===== src/rtl/run_ctrl_pkg.sv =====
// Shared types and width defaults for the run controller, decoder and bench.
package run_ctrl_pkg;

  localparam int ADDR_W_DEF     = 10;
  localparam int CNT_W_DEF      = 16;
  localparam int MAX_CYCLES_DEF = 65535;

  typedef enum logic [1:0] {
    IDLE   = 2'd0,
    LAUNCH = 2'd1,
    RUN    = 2'd2,
    DONE   = 2'd3
  } run_state_e;

endpackage


===== src/rtl/run_ctrl_watchdog.sv =====
// Saturating run-cycle counter with clear/enable; expired flags the cycle
// in which the count is about to reach MAX_CYCLES.
module run_watchdog
  import run_ctrl_pkg::*;
#(
  parameter int CNT_W      = CNT_W_DEF,
  parameter int MAX_CYCLES = MAX_CYCLES_DEF
) (
  input  logic             clk,
  input  logic             reset,
  input  logic             clr,
  input  logic             en,
  output logic [CNT_W-1:0] count,
  output logic             expired
);

  localparam logic [CNT_W-1:0] MAX_C = CNT_W'(MAX_CYCLES);

  logic [CNT_W:0] count_inc;

  // One extra bit so the compare cannot alias when MAX_C is all ones.
  assign count_inc = {1'b0, count} + {{CNT_W{1'b0}}, 1'b1};
  assign expired   = (count_inc == {1'b0, MAX_C});

  // Counter: clear wins over enable, hold once saturated.
  always_ff @(posedge clk) begin
    if (reset)                     count <= '0;
    else if (clr)                  count <= '0;
    else if (en && count != MAX_C) count <= count_inc[CNT_W-1:0];
  end

endmodule


===== src/rtl/run_ctrl.sv =====
// Responder side of the req/ack start handshake: launches the core at the
// current start address, runs until halt or watchdog, then pulses ack. The
// next run resumes at the instruction after the last halt.
module run_ctrl
  import run_ctrl_pkg::*;
#(
  parameter int ADDR_W     = ADDR_W_DEF,
  parameter int MAX_CYCLES = MAX_CYCLES_DEF,
  parameter int CNT_W      = CNT_W_DEF
) (
  input  logic              clk,
  input  logic              reset,
  input  logic              req,
  output logic              ack,
  input  logic              halt,
  input  logic [ADDR_W-1:0] halt_pc,
  output logic              pc_load,
  output logic [ADDR_W-1:0] pc_load_val,
  output logic              run_en,
  output logic [CNT_W-1:0]  cycles,
  output logic              timeout
);

  run_state_e        state, state_nx;
  logic [ADDR_W-1:0] start_addr;
  logic [CNT_W-1:0]  count;
  logic              expired;

  run_watchdog #(
    .CNT_W      (CNT_W),
    .MAX_CYCLES (MAX_CYCLES)
  ) u_wd (
    .clk     (clk),
    .reset   (reset),
    .clr     (state == LAUNCH),
    .en      (state == RUN),
    .count   (count),
    .expired (expired)
  );

  // State register.
  always_ff @(posedge clk) begin
    if (reset) state <= IDLE;
    else       state <= state_nx;
  end

  // Next state: req only matters in IDLE and DONE; halt beats the watchdog.
  always_comb begin
    state_nx = state;
    unique case (state)
      IDLE:   if (req) state_nx = LAUNCH;
      LAUNCH: state_nx = RUN;
      RUN:    if (halt || expired) state_nx = DONE;
      DONE:   state_nx = req ? LAUNCH : IDLE;
      default: state_nx = IDLE;
    endcase
  end

  // Strobes decode straight from state, so run_en drops the cycle ack rises.
  always_comb begin
    ack     = (state == DONE);
    pc_load = (state == LAUNCH);
    run_en  = (state == RUN);
  end

  // Run bookkeeping: start address, last run length and timeout flag.
  always_ff @(posedge clk) begin
    if (reset) begin
      start_addr <= '0;
      cycles     <= '0;
      timeout    <= 1'b0;
    end else begin
      if (state == LAUNCH) begin
        cycles  <= '0;
        timeout <= 1'b0;
      end else if (state == RUN) begin
        if (halt) begin
          start_addr <= halt_pc + ADDR_W'(1);
          cycles     <= count + CNT_W'(1);
        end else if (expired) begin
          timeout <= 1'b1;
          cycles  <= CNT_W'(MAX_CYCLES);
        end
      end
    end
  end

  assign pc_load_val = start_addr;

endmodule


===== config.mk =====
export PLATFORM = sky130hd
export DESIGN_NAME = run_ctrl
export DESIGN_NICKNAME = d
export VERILOG_FILES = /design/src/rtl/run_ctrl_pkg.sv /design/src/rtl/run_ctrl_watchdog.sv /design/src/rtl/run_ctrl.sv
export SDC_FILE = /design/constraint.sdc
export NUM_CORES = 1
export LEC_CHECK = 0
export CAP_MARGIN = 40
export CELL_PAD_IN_SITES_DETAIL_PLACEMENT = 1
export CELL_PAD_IN_SITES_GLOBAL_PLACEMENT = 1
export CORE_UTILIZATION = 43
export CTS_CLUSTER_SIZE = 8
export DETAILED_ROUTE_END_ITERATION = 10
export GPL_TIMING_DRIVEN = 1
export PLACE_DENSITY = 0.82
export SLEW_MARGIN = 40
export SYNTH_ARGS = -nofsm -noshare
export SYNTH_HDL_FRONTEND = slang
export SYNTH_SLANG_ARGS = --single-unit

===== constraint.sdc =====
create_clock -name clk -period 3.4 [get_ports clk]
set_clock_uncertainty 0.05 [all_clocks]
set_input_delay 0.51 -clock clk [delete_from_list [all_inputs] [get_ports clk]]
set_output_delay 0.51 -clock clk [all_outputs]
set_load 0.01 [all_outputs]

==> out/results.md, run 1 <==
| Quantity | Value | Unit |
|---|---|---|
| Drt total wl | 6600 | microns |
| Compound-cell area share of the yosys netlist | 19.9 | % |
| Clock tree from TritonCTS | done | - |
| Total Die Area | 6470 | sq um |
| Number of pins exceeding their max-slew limit in the final report | 0 | - |
| Unrepaired setup endpoints after global routing | false | - |
| Minimum clock period after layout | 2.58 | ns |
| Routed Antenna Nets | 0 | - |
| Number of vias per cell | 5.55 | - |
| Initial Utilization | 44.7 | % |
| Average wire per standard cell | 15.9 | microns |
| Number of antenna diodes | 0 | - |
| Highest clock rate | 0.388 | GHz |
| Die W | 80.4 | microns |
| Hold crit path type | register to register | - |
| Hold Violations, Final | 0 | - |
| Switching Share | 34.0 | % |
| Count of warnings emitted by yosys | 0 | - |
| Sequential share of the synthesized area | 34.1 | % |
| Part of the power in the clock network | 27.1 | % |
| Arrival time of data at the critical path endpoint | 2.71 | ns |
| Count of hold buffers inserted by post-cts repair | 0 | - |
| Setup Total Neg Slack | 0 | ns |
| Number of buffers on the longest clock path | 2 | - |
| Share of total power in sequential cells | 39.4 | % |
| Post-synthesis share of cell area spent on full adders, half adders and majority gates | 3.31 | % |
| Share of power burned in combinational logic | 33.5 | % |
| HPWL reported at the end of detailed placement | 4770 | microns |
| Static leakage | 1.11 | nW |
| Number of distinct library cell variants in the gate-level netlist after synthesis | 49 | - |
| Netlist area before placement | 2640 | sq um |
| Top fanout value on the critical path | 12 | - |
| Largest stage delay, worst path | 0.61 | ns |
| Total power density per cell area | 497 | nW/um^2 |
| Total congestion overflow after global routing | 0 | - |
| Total GRT Usage | 21.9 | % |
| Number of antenna violations at the first check in global routing | 0 | - |
| Number of enable flip-flop cells after synthesis | 0 | - |
| Number of maximum-capacitance constraint violations | 0 | - |
| Die Span Y | 80.4 | microns |
| Mean Syn Cell Area | 8.64 | sq um |
| Total net switching power | 0.539 | mW |
| Vias in the first global route | 2226 | - |
| Most area-consuming cells after synthesis | sky130_fd_sc_hd__dfxtp_1, sky130_fd_sc_hd__nor2_1, sky130_fd_sc_hd__xnor2_1 | - |
| Cell chain of the critical path | ha_1 > nand4_1 > or4_1 > nand2_1 > nor4_1 > xnor2_1 > nor2_1 | - |
| Kind of cell with the highest combined delay on the critical path | simple AND/OR/NAND/NOR gates | - |
| DRC | 0 | - |
| Number of H-tree branching levels | 2 | - |
| FF+latch count, synth | 45 | - |
| Instance count of the mapped netlist | 306 | - |
| Synthesized Nets | 327 | - |
| Synth Area in XOR/XNOR | 11.9 | % |
| Startpoint class of the critical path | register | - |
| Final weighted congestion in routability-driven placement | 0.828 | - |
| Area growth from synthesis to final layout | 20.8 | % |
| Minimum setup slack after placement | 0.877 | ns |
| Main combinational cell family by area after synthesis | simple AND/OR/NAND/NOR gates | - |
| Count of cells resized by post-cts repair | 0 | - |
| Fraction of synthesis flops using an asynchronous set or reset pin | 0 | % |
| Cell chosen for the clock root | sky130_fd_sc_hd__clkbuf_8 | - |
| Internal power | 1.05 | mW |
| Multiplexer share of the synthesized area | 0.757 | % |
| Cell with the largest stage delay on the worst path | sky130_fd_sc_hd__or4_1 | - |
| IO Pins | 44 | - |
| DR vias | 2303 | - |
| Final worst path period share | 75.8 | % |
| Floorplan Core Area | 5920 | sq um |
| Buffers inserted during post-CTS setup optimization | 0 | - |
| Data required time at the worst endpoint | 3.53 | ns |
| Final net count | 360 | - |
| Number of buffers created by CTS | 5 | - |
| Wire length of the first global-routing pass | 11000 | microns |
| Clock Latency Late Sink | 0.30 | ns |
| Share of cells above drive strength 1 | 9.12 | % |
| Cell with the most instances after synthesis | sky130_fd_sc_hd__nor2_1 | - |
| Fraction of the mapped netlist area in simple logic gates | 24.1 | % |
| Share of the synthesized area in the top cell type | 34.1 | % |
| Worst Path Class, Setup | register to register | - |
| Largest net degree at the start of global routing | 20 | - |
| Clk sinks | 45 | - |
| Count of endpoints failing setup in the final report | 0 | - |
| First-iteration detailed-routing DRC count | 117 | - |
| Run status | complete, no violations | - |
| Commonest register cell after synthesis | sky130_fd_sc_hd__dfxtp_1 | - |
| Clock slew at the register clock pins of the worst setup and hold paths | 0.09 | ns |
| Cell type contributing the most total cell area after synthesis | sky130_fd_sc_hd__dfxtp_1 | - |
| Quantity of I/O buffers inserted on ports | 43 | - |
| Synth top cells by count | sky130_fd_sc_hd__nor2_1, sky130_fd_sc_hd__dfxtp_1, sky130_fd_sc_hd__xnor2_1 | - |
| Actual slew at the worst max-slew pin | 0.638 | ns |
| Worst relative slew slack | 57.5 | % |
| Number of buffers and inverters on the critical path | 0 | - |
| Endpoint class of the critical path | register | - |
| Setup slack after layout | 0.823 | ns |
| Num rows | 28 | - |
| Count of TritonRoute iterations in the first routing pass | 4 | - |
| VDD IR max | 236 | uV |
[power by group through the flow]
stage	sequential [mW]	combinational, mW	clock, mW
after floorplan	0.645	0.315	0
after global placement	0.634	0.519	0
after detailed placement	0.638	0.530	0
after CTS	0.625	0.533	0.438
after global routing	0.635	0.586	0.459
final	0.625	0.532	0.429
[cell families (layout without fill, tap and decap cells)]
group,count (synthesis),count (layout)
xor gates and xnor gates,36,36
DFF,45,45
buffers and inverters,29,63
AOI/OAI and AO/OA,61,61
and+or+nand+nor,126,126
muxes,2,2
adders and majority gates,7,7
[area by class of cell]
type	instances	area, sq um
fillers	693	2730
multi-input cells	232	1590
flip-flops and latches	45	901
repair buffers	48	468
well taps	75	93.8
clock buffers	7	86.3
clock inverters	1	30.0
inverters	7	26.3
[per-layer routing]
layer / track usage (%) / up-vias / part of all wire [%]
met3: 4.89 / 7 / 3.7
met1: 29.6 / 1131 / 48
met5: 0 / - / 0
met4: 5.36 / 0 / 1.1
li1: - / 1129 / -
met2: 35.1 / 36 / 47
[worst register-to-register path, delay by kind of cell (launching register included)]
kind | cells | cell delay, ns
flip-flops | 1 | 0.50
XOR/XNOR | 1 | 0.16
adder cells (fa/ha/maj) | 1 | 0.39
AND/OR/NAND/NOR | 5 | 1.36
[stage by stage]
| stage | hold WS [ns] | cell area [sq um] | utilization, % | cells | power, mW |
|---|---|---|---|---|---|
| CTS | 0.434 | 3190 | 53.9 | 415 | 1.60 |
| global placement | 0.397 | 3080 | 52.0 | 407 | 1.15 |
| floorplan | 0.444 | 2640 | - | 306 | 0.960 |
| finish | 0.437 | 3190 | 53.9 | 415 | 1.59 |
| global route | 0.466 | 3190 | 53.9 | 415 | 1.68 |
| detailed placement | 0.424 | 3080 | 52.0 | 407 | 1.17 |
[cells in the final DEF (no fill, tap or decap), types with 4 or more instances in the layout]
cell type | synthesis | routed
sky130_fd_sc_hd__inv_1 | 7 | 7
sky130_fd_sc_hd__nor3_1 | 4 | 4
sky130_fd_sc_hd__o221ai_1 | 13 | 13
sky130_fd_sc_hd__a21oi_4 | 10 | 10
sky130_fd_sc_hd__dfxtp_1 | 45 | 45
sky130_fd_sc_hd__and3_1 | 6 | 6
sky130_fd_sc_hd__a211oi_1 | 10 | 10
sky130_fd_sc_hd__ha_1 | 7 | 7
sky130_fd_sc_hd__clkbuf_8 | 0 | 6
sky130_fd_sc_hd__xor2_1 | 15 | 15
sky130_fd_sc_hd__clkdlybuf4s50_1 | 0 | 43
sky130_fd_sc_hd__nand4_1 | 4 | 4
sky130_fd_sc_hd__a21oi_1 | 12 | 12
sky130_fd_sc_hd__xnor2_1 | 21 | 21
sky130_fd_sc_hd__nor2_1 | 57 | 57
sky130_fd_sc_hd__nand3_1 | 20 | 20
sky130_fd_sc_hd__buf_4 | 1 | 5
sky130_fd_sc_hd__o21ai_0 | 6 | 6
sky130_fd_sc_hd__nand2_1 | 16 | 16
[final timing paths]
| kind | start | endpoint | slack, ns | cells after the start |
|---|---|---|---|---|
| max | u_wd.count[1]$_SDFFE_PP0P_ | u_wd.count[15]$_SDFFE_PP0P_ | 0.82 | 7 |
| min | pc_load_val[1]$_SDFFE_PP0P_ | pc_load_val[1]$_SDFFE_PP0P_ | 0.44 | 2 |
| max reg2reg | u_wd.count[1]$_SDFFE_PP0P_ | u_wd.count[15]$_SDFFE_PP0P_ | 0.82 | 7 |
| min reg2reg | pc_load_val[1]$_SDFFE_PP0P_ | pc_load_val[1]$_SDFFE_PP0P_ | 0.44 | 2 |
[flip-flops by register name, summed over array words and instances, names as in the netlist]
name         flops
state            2
u_wd.count      16
cycles          16
pc_load_val     10
timeout          1
Note: power is estimated with default switching activity, not from simulation.
==> inputs of run 2 (changes only) <==
--- a/config.mk
+++ b/config.mk
@@ -8,11 +8,11 @@
 export CAP_MARGIN = 40
 export CELL_PAD_IN_SITES_DETAIL_PLACEMENT = 1
 export CELL_PAD_IN_SITES_GLOBAL_PLACEMENT = 1
-export CORE_UTILIZATION = 43
+export CORE_UTILIZATION = 36
 export CTS_CLUSTER_SIZE = 8
 export DETAILED_ROUTE_END_ITERATION = 10
 export GPL_TIMING_DRIVEN = 1
-export PLACE_DENSITY = 0.82
+export PLACE_DENSITY = 0.73
 export SLEW_MARGIN = 40
 export SYNTH_ARGS = -nofsm -noshare
 export SYNTH_HDL_FRONTEND = slang
==> constraint.sdc (replaced) <==
create_clock -name clk -period 2.3 [get_ports clk]
set_clock_uncertainty 0.05 [all_clocks]
set_input_delay 0.345 -clock clk [delete_from_list [all_inputs] [get_ports clk]]
set_output_delay 0.345 -clock clk [all_outputs]
set_load 0.01 [all_outputs]
==> run 2 against run 1 <==
Global-route usage is 2.2 points lower. Critical path type is now register to primary output. Final area increased by 5.5%. Largest power group unchanged. Highest routed layer unchanged. Die area up 19%.
==> out/results.md, run 2 (same netlist as run 1, synthesis figures left out) <==
| Quantity | Value | Unit | Delta |
|---|---|---|---|
| Actual slew at the worst max-slew pin | 0.429 | ns | -0.208 ns |
| Number of antenna violations at the first check in global routing | 0 | - | unchanged |
| Final Power | 2.38 | mW | +50% |
| Drt total wl | 7050 | microns | +6.8% |
| Most common library cell in the layout ignoring fill and taps | sky130_fd_sc_hd__nor2_1 | - |  |
| Minimum clock period after layout | 2.19 | ns |  |
| Highest clock rate | 0.457 | GHz |  |
| IO Pins | 44 | - | unchanged |
| Count of TritonRoute iterations in the first routing pass | 4 | - | unchanged |
| Count of endpoints failing setup in the final report | 0 | - | unchanged |
| Total Die Area | 7690 | sq um | +19% |
| Cell chosen for the clock root | sky130_fd_sc_hd__clkbuf_8 | - |  |
| Most frequent cells in the layout | sky130_fd_sc_hd__nor2_1, sky130_fd_sc_hd__dfxtp_1, sky130_fd_sc_hd__clkdlybuf4s50_1, sky130_fd_sc_hd__buf_4, sky130_fd_sc_hd__xnor2_1 | - |  |
| Die Span Y | 87.7 | microns | +9.1% |
| Clk sinks | 45 | - | unchanged |
| Endpoint class of the critical path | primary output | - |  |
| Setup Total Neg Slack | 0 | ns | unchanged |
| Number of antenna diodes | 0 | - | unchanged |
| Largest stage delay, worst path | 0.61 | ns | about the same |
| DRC | 0 | - | unchanged |
| Final net count | 378 | - | +5.0% |
| Clock tree from TritonCTS | done | - |  |
| Average wire per standard cell | 15.5 | microns | -2.4% |
| Number of maximum-capacitance constraint violations | 0 | - | unchanged |
| Quantity of I/O buffers inserted on ports | 43 | - | unchanged |
| Worst Path Class, Setup | register to primary output | - |  |
| Worst relative slew slack | 71.1 | % | +14 points |
| Hold Violations, Final | 0 | - | unchanged |
| VDD IR max | 254 | uV | +7.7% |
| Total congestion overflow after global routing | 0 | - | unchanged |
| Kind of cell with the highest combined delay on the critical path | buffers and inverters | - |  |
| Number of buffers and inverters on the critical path | 2 | - | +2 |
| Area growth from synthesis to final layout | 27.4 | % |  |
| Static leakage | 1.20 | nW | +8.8% |
| Total net switching power | 0.808 | mW | +50% |
| Part of the power in the clock network | 26.4 | % | -0.7 points |
| Hold crit path type | register to register | - |  |
| Cell chain of the critical path | inv_1 > ha_1 > clkdlybuf4s50_1 | - |  |
| Startpoint class of the critical path | register | - |  |
| Buffers inserted during post-CTS setup optimization | 0 | - | unchanged |
| Cell with the largest stage delay on the worst path | sky130_fd_sc_hd__clkdlybuf4s50_1 | - |  |
| Number of pins exceeding their max-slew limit in the final report | 0 | - | unchanged |
| Largest net degree at the start of global routing | 20 | - | unchanged |
| Number of buffers on the longest clock path | 2 | - | unchanged |
| Final Cell Area | 3370 | sq um | +5.5% |
| Floorplan Core Area | 6940 | sq um | +17% |
| Total GRT Usage | 19.7 | % | -2.2 points |
| Vias in the first global route | 2401 | - | +7.9% |
| Total power density per cell area | 707 | nW/um^2 | +42% |
| End-of-flow core utilization | 48.5 | % | -5.4 points |
| Final worst path period share | 95.2 | % |  |
| Top fanout value on the critical path | 9 | - | -3 |
| Run status | complete, no violations | - |  |
| DR vias | 2338 | - | +1.5% |
| Non-Filler Instances | 454 | - | +9.4% |
| Clock Latency Late Sink | 0.30 | ns | about the same |
| Switching Share | 33.9 | % | -0.046 points |
| Arrival time of data at the critical path endpoint | 1.79 | ns | -0.92 ns |
| HPWL reported at the end of detailed placement | 5330 | microns | +12% |
| Total of fill cells in the finished design | 820 | - | +18% |
| Minimum setup slack after placement | 0.126 | ns | -0.751 ns |
| Number of H-tree branching levels | 2 | - | unchanged |
| Number of vias per cell | 5.15 | - | -7.2% |
| Initial Utilization | 38.1 | % | -6.6 points |
| Share of power burned in combinational logic | 34.7 | % | +1.2 points |
| Clock slew at the register clock pins of the worst setup and hold paths | 0.08 | ns | about the same |
| Internal power | 1.57 | mW | +50% |
| Share of cells above drive strength 1 | 14.0 | % | +4.8 points |
| First-iteration detailed-routing DRC count | 53 | - | -55% |
| Share of total power in sequential cells | 38.9 | % | -0.5 points |
| Routed Antenna Nets | 0 | - | unchanged |
| Data required time at the worst endpoint | 1.90 | ns | -1.63 ns |
| WHS | 0.428 | ns | -0.00899 ns |
| Wire length of the first global-routing pass | 11900 | microns | +8.3% |
| Dpl cells | 446 | - | +9.6% |
| Post-DP Area | 3250 | sq um | +5.7% |
| Die W | 87.7 | microns | +9.1% |
| Num rows | 30 | - | +7.1% |
| Setup slack after layout | 0.111 | ns | -0.711 ns |
| Number of buffers created by CTS | 5 | - | unchanged |
| Final weighted congestion in routability-driven placement | 0.839 | - | +1.3% |
## run 2: changes by cell type in the layout (fill, tap and decap cells not counted)
cell	change
sky130_fd_sc_hd__buf_4	+17
sky130_fd_sc_hd__dfxtp_2	+1
sky130_fd_sc_hd__dfxtp_1	-1
sky130_fd_sc_hd__buf_12	+1
## run 2: timing repair
action,CTS,global route
endpoints found under the setup margin,0,10
hold buffers,0,0
gates resized for setup,0,1
## run 2: per-layer routing
metal / GRT usage (%) / vias to the layer above / wire (microns)
met5: 0 / - / 0
met1: 24.2 / 1124 / 3360
li1: - / 1169 / -
met2: 35.5 / 41 / 3440
met4: 4.92 / 0 / 53
met3: 3.58 / 4 / 197
## run 2: power groups by stage
stage | Clock (mW) | Combinational [mW] | Sequential, mW
floorplan | 0 | 0.466 | 0.953
global placement | 0 | 0.800 | 0.938
detailed placement | 0 | 0.827 | 0.941
CTS | 0.654 | 0.830 | 0.924
global route | 0.678 | 0.905 | 0.938
finish | 0.629 | 0.826 | 0.926
## run 2: final cells by class
| cell class | instances | area (sq um) | share of cell area (%) |
|---|---|---|---|
| clock inverter | 1 | 30.0 | 0.892 |
| timing repair buffer | 66 | 616 | 18.3 |
| inverter | 7 | 26.3 | 0.780 |
| tap | 96 | 120 | 3.57 |
| clock buffer | 7 | 86.3 | 2.56 |
| sequential | 45 | 902 | 26.8 |
| multi-input combinational | 232 | 1590 | 47.1 |
## run 2: worst paths after layout
check	startpoint	end	slack, ns	depth (start not counted)
min	timeout$_SDFFE_PP0P_	timeout$_SDFFE_PP0P_	0.43	2
max	state[0]$_SDFFE_PP0P_	run_en	0.11	3
max reg2reg	u_wd.count[0]$_SDFFE_PP0P_	u_wd.count[10]$_SDFFE_PP0P_	0.17	8
min reg2reg	timeout$_SDFFE_PP0P_	timeout$_SDFFE_PP0P_	0.43	2
## run 2: worst register-to-register path, delay by kind of cell, from the launching register on
| kind | cells | cell delay, ns |
|---|---|---|
| xor gates and xnor gates | 1 | 0.15 |
| adders and majority gates | 1 | 0.22 |
| buffers and inverters | 1 | 0.16 |
| DFF | 1 | 0.40 |
| and+or+nand+nor | 5 | 1.04 |
